`src/rtl/wb_pipe_master.sv`:
```
// Wishbone B.4 pipelined bus master: turns a valid/ready command stream into
// back-to-back strobes within one bus cycle and returns in-order responses.
module wb_pipe_master #(
  parameter int ADDR_WIDTH      = 16,
  parameter int DATA_WIDTH      = 16,
  parameter int MAX_OUTSTANDING = 4
) (
  input  logic                    clk_i,
  input  logic                    reset_ni,
  // command port
  input  logic                    cmd_valid_i,
  output logic                    cmd_ready_o,
  input  logic                    cmd_we_i,
  input  logic [ADDR_WIDTH-1:0]   cmd_adr_i,
  input  logic [DATA_WIDTH-1:0]   cmd_dat_i,
  input  logic [DATA_WIDTH/8-1:0] cmd_sel_i,
  input  logic                    cmd_last_i,
  // response port
  output logic                    rsp_valid_o,
  output logic [DATA_WIDTH-1:0]   rsp_dat_o,
  output logic                    rsp_err_o,
  // Wishbone master side
  output logic [ADDR_WIDTH-1:0]   adr_o,
  output logic [DATA_WIDTH-1:0]   dat_o,
  output logic [DATA_WIDTH/8-1:0] sel_o,
  output logic                    we_o,
  output logic                    cyc_o,
  output logic                    stb_o,
  input  logic [DATA_WIDTH-1:0]   dat_i,
  input  logic                    ack_i,
  input  logic                    err_i,
  input  logic                    stall_i
);

  localparam int CNT_WIDTH = $clog2(MAX_OUTSTANDING + 1);
  localparam logic [CNT_WIDTH-1:0] CNT_ONE      = CNT_WIDTH'(1);
  localparam logic [CNT_WIDTH:0]   MAX_INFLIGHT = (CNT_WIDTH + 1)'(MAX_OUTSTANDING);

  typedef enum logic [1:0] {
    S_IDLE,
    S_ACTIVE,
    S_DRAIN
  } state_t;

  state_t                     state_q, state_d;
  logic [CNT_WIDTH-1:0]       out_cnt_q, out_cnt_d;
  logic [CNT_WIDTH-1:0]       push_idx;
  logic [CNT_WIDTH:0]         inflight;
  // One bit per outstanding transfer, oldest at index 0: 1 = write.
  logic [MAX_OUTSTANDING-1:0] we_q, we_d;

  logic bus_take;
  logic term;
  logic cmd_fire;

  assign bus_take = stb_o & ~stall_i;
  assign term     = (ack_i | err_i) & (out_cnt_q != '0);
  assign cmd_fire = cmd_valid_i & cmd_ready_o;

  // Strobe currently on the bus counts as in flight, so a new command can
  // never push the outstanding count past MAX_OUTSTANDING.
  assign inflight = {1'b0, out_cnt_q} + {{CNT_WIDTH{1'b0}}, stb_o};

  // NOTE: reset_ni gates ready combinationally so no command is taken while
  // the block is held in reset, even though the registers already read idle.
  assign cmd_ready_o = reset_ni
                     & (state_q != S_DRAIN)
                     & (~stb_o | ~stall_i)
                     & (inflight < MAX_INFLIGHT);

  // NOTE: every signal written here gets its default first, so no path
  // through the block leaves a value unassigned and no latch is inferred.
  always_comb begin
    out_cnt_d = out_cnt_q;
    if (bus_take && !term) begin
      out_cnt_d = out_cnt_q + CNT_ONE;
    end else if (!bus_take && term) begin
      out_cnt_d = out_cnt_q - CNT_ONE;
    end
  end

  // Pop the terminated transfer first, then append the newly taken strobe.
  always_comb begin
    we_d     = term ? (we_q >> 1) : we_q;
    push_idx = term ? (out_cnt_q - CNT_ONE) : out_cnt_q;
    for (int i = 0; i < MAX_OUTSTANDING; i++) begin
      if (bus_take && (push_idx == CNT_WIDTH'(i))) begin
        we_d[i] = we_o;
      end
    end
  end

  always_comb begin
    state_d = state_q;
    case (state_q)
      S_IDLE: begin
        if (cmd_fire) begin
          state_d = cmd_last_i ? S_DRAIN : S_ACTIVE;
        end
      end
      S_ACTIVE: begin
        if (cmd_fire && cmd_last_i) begin
          state_d = S_DRAIN;
        end
      end
      S_DRAIN: begin
        if (!stb_o && (out_cnt_d == '0)) begin
          state_d = S_IDLE;
        end
      end
      default: state_d = S_IDLE;
    endcase
  end

  // NOTE: sequential state uses non-blocking assignments so every register
  // samples the pre-edge values regardless of evaluation order.
  always_ff @(posedge clk_i or negedge reset_ni) begin
    if (!reset_ni) begin
      state_q   <= S_IDLE;
      out_cnt_q <= '0;
      cyc_o     <= 1'b0;
    end else begin
      state_q   <= state_d;
      out_cnt_q <= out_cnt_d;
      cyc_o     <= (state_d != S_IDLE);
    end
  end

  // NOTE: the direction shadow is only MAX_OUTSTANDING flops, so it is reset
  // along with the counter rather than left as an unreset storage array.
  always_ff @(posedge clk_i or negedge reset_ni) begin
    if (!reset_ni) begin
      we_q <= '0;
    end else begin
      we_q <= we_d;
    end
  end

  // Bus command registers: load on accept, hold while stalled.
  always_ff @(posedge clk_i or negedge reset_ni) begin
    if (!reset_ni) begin
      adr_o <= '0;
      dat_o <= '0;
      sel_o <= '0;
      we_o  <= 1'b0;
      stb_o <= 1'b0;
    end else if (cmd_fire) begin
      adr_o <= cmd_adr_i;
      dat_o <= cmd_dat_i;
      sel_o <= cmd_sel_i;
      we_o  <= cmd_we_i;
      stb_o <= 1'b1;
    end else if (bus_take) begin
      stb_o <= 1'b0;
    end
  end

  // Terminations with nothing outstanding never reach the response port.
  always_ff @(posedge clk_i or negedge reset_ni) begin
    if (!reset_ni) begin
      rsp_valid_o <= 1'b0;
      rsp_err_o   <= 1'b0;
      rsp_dat_o   <= '0;
    end else begin
      rsp_valid_o <= term;
      rsp_err_o   <= term & err_i;
      if (term && !we_q[0]) begin
        rsp_dat_o <= dat_i;
      end
    end
  end

endmodule

```
`config.mk`:
```
export PLATFORM = sky130hd
export DESIGN_NAME = wb_pipe_master
export DESIGN_NICKNAME = d
export VERILOG_FILES = /design/src/rtl/wb_pipe_master.sv
export SDC_FILE = /design/constraint.sdc
export NUM_CORES = 1
export LEC_CHECK = 0
export CORE_AREA = 5 5 87 89
export DETAILED_ROUTE_END_ITERATION = 8
export DIE_AREA = 0 0 92 94
export PLACE_DENSITY = 0.78
export SETUP_SLACK_MARGIN = 0.05
export SYNTH_ARGS = -nofsm -noshare
export SYNTH_HDL_FRONTEND = slang
export SYNTH_SLANG_ARGS = --single-unit
```
`constraint.sdc`:
```
create_clock -name clk_i -period 2.82 [get_ports clk_i]
set_input_delay 0.564 -clock clk_i [delete_from_list [all_inputs] [get_ports clk_i]]
set_output_delay 0.564 -clock clk_i [all_outputs]
set_load 0.03 [all_outputs]
```
==> results.md <==
GRT:
- The number of global-route vias before repair came to 2,179.
- The initial antenna violation count is 0.
- Entering global routing, the biggest net connects 65 pins.
- After global routing the overflow that remains totals 0.
- Global routing used 15.5% of the available tracks.
- The first global-routing pass estimated 10,600 um of wire.
- The met2 track demand over resource is 24.5%.
- In this run the most used layer during global routing was met2.
- For met3 alone, demand over resource in global routing was under 10%.
- The met1 layer usage reported by global route is 19.4%.

Timing:
- The number of failing hold endpoints at the final stage was 0.
- Setup violations remaining at the end of the flow were counted as 0.
- The clock period minus worst slack is 2.40 ns.
- The final number of max-transition violations is 0.
- The final clock period utilization by the worst path is 85.2%.
- The top achievable clock speed is 0.416 GHz.
- Setup repair after global routing left no endpoint under its margin.
- The normalized max-slew margin is 46.6%.
- For the final database, setup skew stands at 0.0113 ns.
- The total negative slack is 0 ns.
- For the pin with the worst max-slew slack, the measured transition is 0.801 ns.

Power and ir drop:
- For this design the static power due to leakage is ~1.8 nW.
- The overall power consumption is about 0.0053 W.
- For this design the ratio of total power to cell area is 1270 nW/um2.
- The maximum VDD drop is approximately 0.00060 V.

Synth:
- The synthesized instance count is 206.
- The fraction of registers with async set or reset after synthesis is 100%.
- The most area-hungry cell type in the Yosys netlist is sky130_fd_sc_hd__dfrtp_1.
- The synthesized area is about 2800 um2.
- The sequential fraction of the synthesis area is 58.1%.
- The simple-gate share of the synthesized area is 7.99%.
- The synthesized netlist contains 37 unique library cells.
- After synthesis, the cell types taking the most area are sky130_fd_sc_hd__dfrtp_1, sky130_fd_sc_hd__mux2_2, sky130_fd_sc_hd__mux2_4.
- Synthesis produced a netlist with a net count of 267.
- The number of synthesized flops with an enable pin is 0.
- For this run, the leading register cell type out of synthesis is sky130_fd_sc_hd__dfrtp_1.
- The synthesized design devotes to its leading area cell type 58.1% of total area.
- Dividing the synthesized area by the synthesized cell count gives 13.4 um2.
- The adder-cell share of the synthesized area is 1.36%.
- In this run, synthesis produced a sequential element count of 64.
- After Yosys synthesis, XOR and XNOR cells account for less than 1% of the synthesized area.
- The fraction of the mapped netlist area in compound gates is under 10%.
- The dominant combinational cell family by area after synthesis is multiplexers.
- The number of synthesis warnings is 0.
- After synthesis, the share of cell area in mux cells is 22.7%.

Floorplanning:
- The die area is 8650 um2.
- Measured along the x axis, the die boundary spans 92 um.
- The number of placement rows is 30.
- 114 I/O pins were placed.
- Once the floorplan was initialized, standard cells occupied 41.3% of the core.
- The floorplan step set the die height to around 94 um.
- The core footprint is 6680 um2.

Clock tree:
- The number of gates resized after CTS was 0.
- The clock reaches the later pin of the worst-skew pair after 0.33 ns.
- The clock transition time at the flip-flop clock pins of the worst setup and hold paths is 0.07 ns.
- The quantity of hold-fixing buffers added after cts is 0.
- The cell sitting at the root of the clock tree is a sky130_fd_sc_hd__clkbuf_8.
- TritonCTS built the clock tree.
- Buffers added to address setup during post-CTS repair amount to 0.
- The total clock sinks is 64.
- The H-tree was split into 3 levels.
- The maximum clock path buffer count is 2.
- TritonCTS created 9 clock buffers.

Route:
- The via count is 2,101.
- The per-cell via count in the routed design is 5.07.
- The detail route stage leaves a number of antenna-violating nets equal to 0.
- The DRC marker count from the first detailed-route iteration is 81.
- The iteration count of the initial detailed-routing pass is 4.
- The per-cell routed wire length is 15.8 um.
- The residual DRC count is 0.
- The sum of routed wire length over all layers is 6540 um.

Placement:
- At the end of routability-driven placement, the weighted congestion stood at 0.881.
- The count of input and output buffers is approximately 110.
- The detailed-placement wirelength estimate is 4860 um.
- After detailed placement, the design holds a cell count of 398.

Outcome:
- The run finished with clean final reports.

Finish:
- The library cell used most frequently in the layout, excluding fill and tap cells, is sky130_fd_sc_hd__clkdlybuf4s50_1.
- The total number of nets in the final design is between 300 and 400.
- The number of cells in the finished layout apart from fillers is roughly 410.
- Of the cells placed in the final design, the portion with a size suffix greater than 1 is 23.4%.
- Summing all multi-input logic gate instances after layout gives 1070 um2.
- The growth of design area from synthesis to finish is 52.6%.
- Across the whole layout, storage elements account for 1600 um2.
- The number of antenna diodes in the final layout is 0.
- The top cell types in the final layout, fill and taps aside, are sky130_fd_sc_hd__clkdlybuf4s50_1, sky130_fd_sc_hd__dfrtp_1, sky130_fd_sc_hd__mux2_2.
- The count of filler cells inserted in the layout is 555.

Setup path:
- STA classifies the critical path startpoint as an input port.
- The critical setup path kind is in -> out.
- At the worst endpoint, the required time is 2.26 ns.
- The largest fanout of any net on the critical path is 4.
- The signal arrival time at the worst endpoint is roughly 1.8 ns.
- The type of element capturing the critical path is a primary output.

Min path:
- The worst hold path belongs to the class in -> async.

Run:
- Max-cap violations in this run came to 0.
==> through the flow <==
| step | worst slack, ns | util [%] | cell area, um2 | hold WS, ns |
|---|---|---|---|---|
| floorplan | 0.530 | - | 2760 | 0.268 |
| CTS | 0.418 | 63.0 | 4210 | 0.461 |
| finish | 0.416 | 63.0 | 4210 | 0.410 |
| detailed placement | 0.273 | 59.8 | 3990 | 0.491 |
| global route | 0.346 | 63.0 | 4210 | 0.493 |
| global placement | 0.303 | 59.8 | 3990 | 0.488 |
==> critical path, cell delays in order <==
cell and delay, ns:
sky130_fd_sc_hd__clkdlybuf4s50_1 0.47, sky130_fd_sc_hd__a21o_1 0.19, sky130_fd_sc_hd__a211oi_1 0.38, sky130_fd_sc_hd__buf_4 0.24
==> report_power, final <==
group / total (W) / switching, W / internal (W)
sequential: 0.00163 / 0.000263 / 0.00137
combinational: 0.00283 / 0.00149 / 0.00134
clock: 0.000854 / 0.000332 / 0.000522
==> sequential cells by signal (all words and copies together), names as in the netlist, 2 cells and up <==
signal     count
rsp_dat_o     16
adr_o         16
state_q        2
out_cnt_q      3
sel_o          2
dat_o         16
we_q           4
==> Yosys cell counts, drive strengths merged, types with 2 or more instances <==
master / instances
dfrtp: 64
mux2: 51
nor2: 20
buf: 7
inv: 6
nand2: 6
nor3: 5
a21oi: 3
ha: 3
mux2i: 3
nand2b: 3
nor2b: 3
o21ai: 3
o41ai: 3
a211oi: 2
clkbuf: 2
nand3: 2
nand4: 2
nor4b: 2
o211ai: 2
xnor2: 2
==> cell type report <==
| type | count | area share (%) |
|---|---|---|
| clock inverter | 3 | 1.55 |
| timing repair buffer | 121 | 28.4 |
| inverter | 6 | 0.535 |
| clock buffer | 13 | 3.54 |
| sequential | 64 | 38.1 |
| multi-input combinational | 127 | 25.5 |
| tap | 80 | 2.38 |
==> kinds of logic after synthesis <==
group	count (synthesis)
simple gates	46
buf+inv	15
xor+xnor	2
flops	64
fa+ha+maj	3
mux	54
compound gates	22
==> path summary, 6_finish.rpt <==
| path | startpoint | slack, ns | cells after the start | end |
|---|---|---|---|---|
| worst max-delay path | stall_i | 0.42 | 4 | cmd_ready_o |
| worst min-delay path | reset_ni | 0.41 | 2 | out_cnt_q[2] |
| worst max register to register | out_cnt_q[1] | 0.49 | 8 | rsp_dat_o[15] |
| worst min register to register | dat_o[4] | 0.50 | 1 | dat_o[4] |
| max in group asynchronous | reset_ni | 1.85 | 2 | state_q[0] |
| min in group clk_i | dat_o[4] | 0.50 | 1 | dat_o[4] |
==> routing by layer <==
metal,share of wire [%],up-vias
met5,0,-
met1,41,1028
met2,48,89
met3,8.9,10
met4,1.6,0
li1,-,974
No activity file was read; power rests on OpenSTA's default activity.
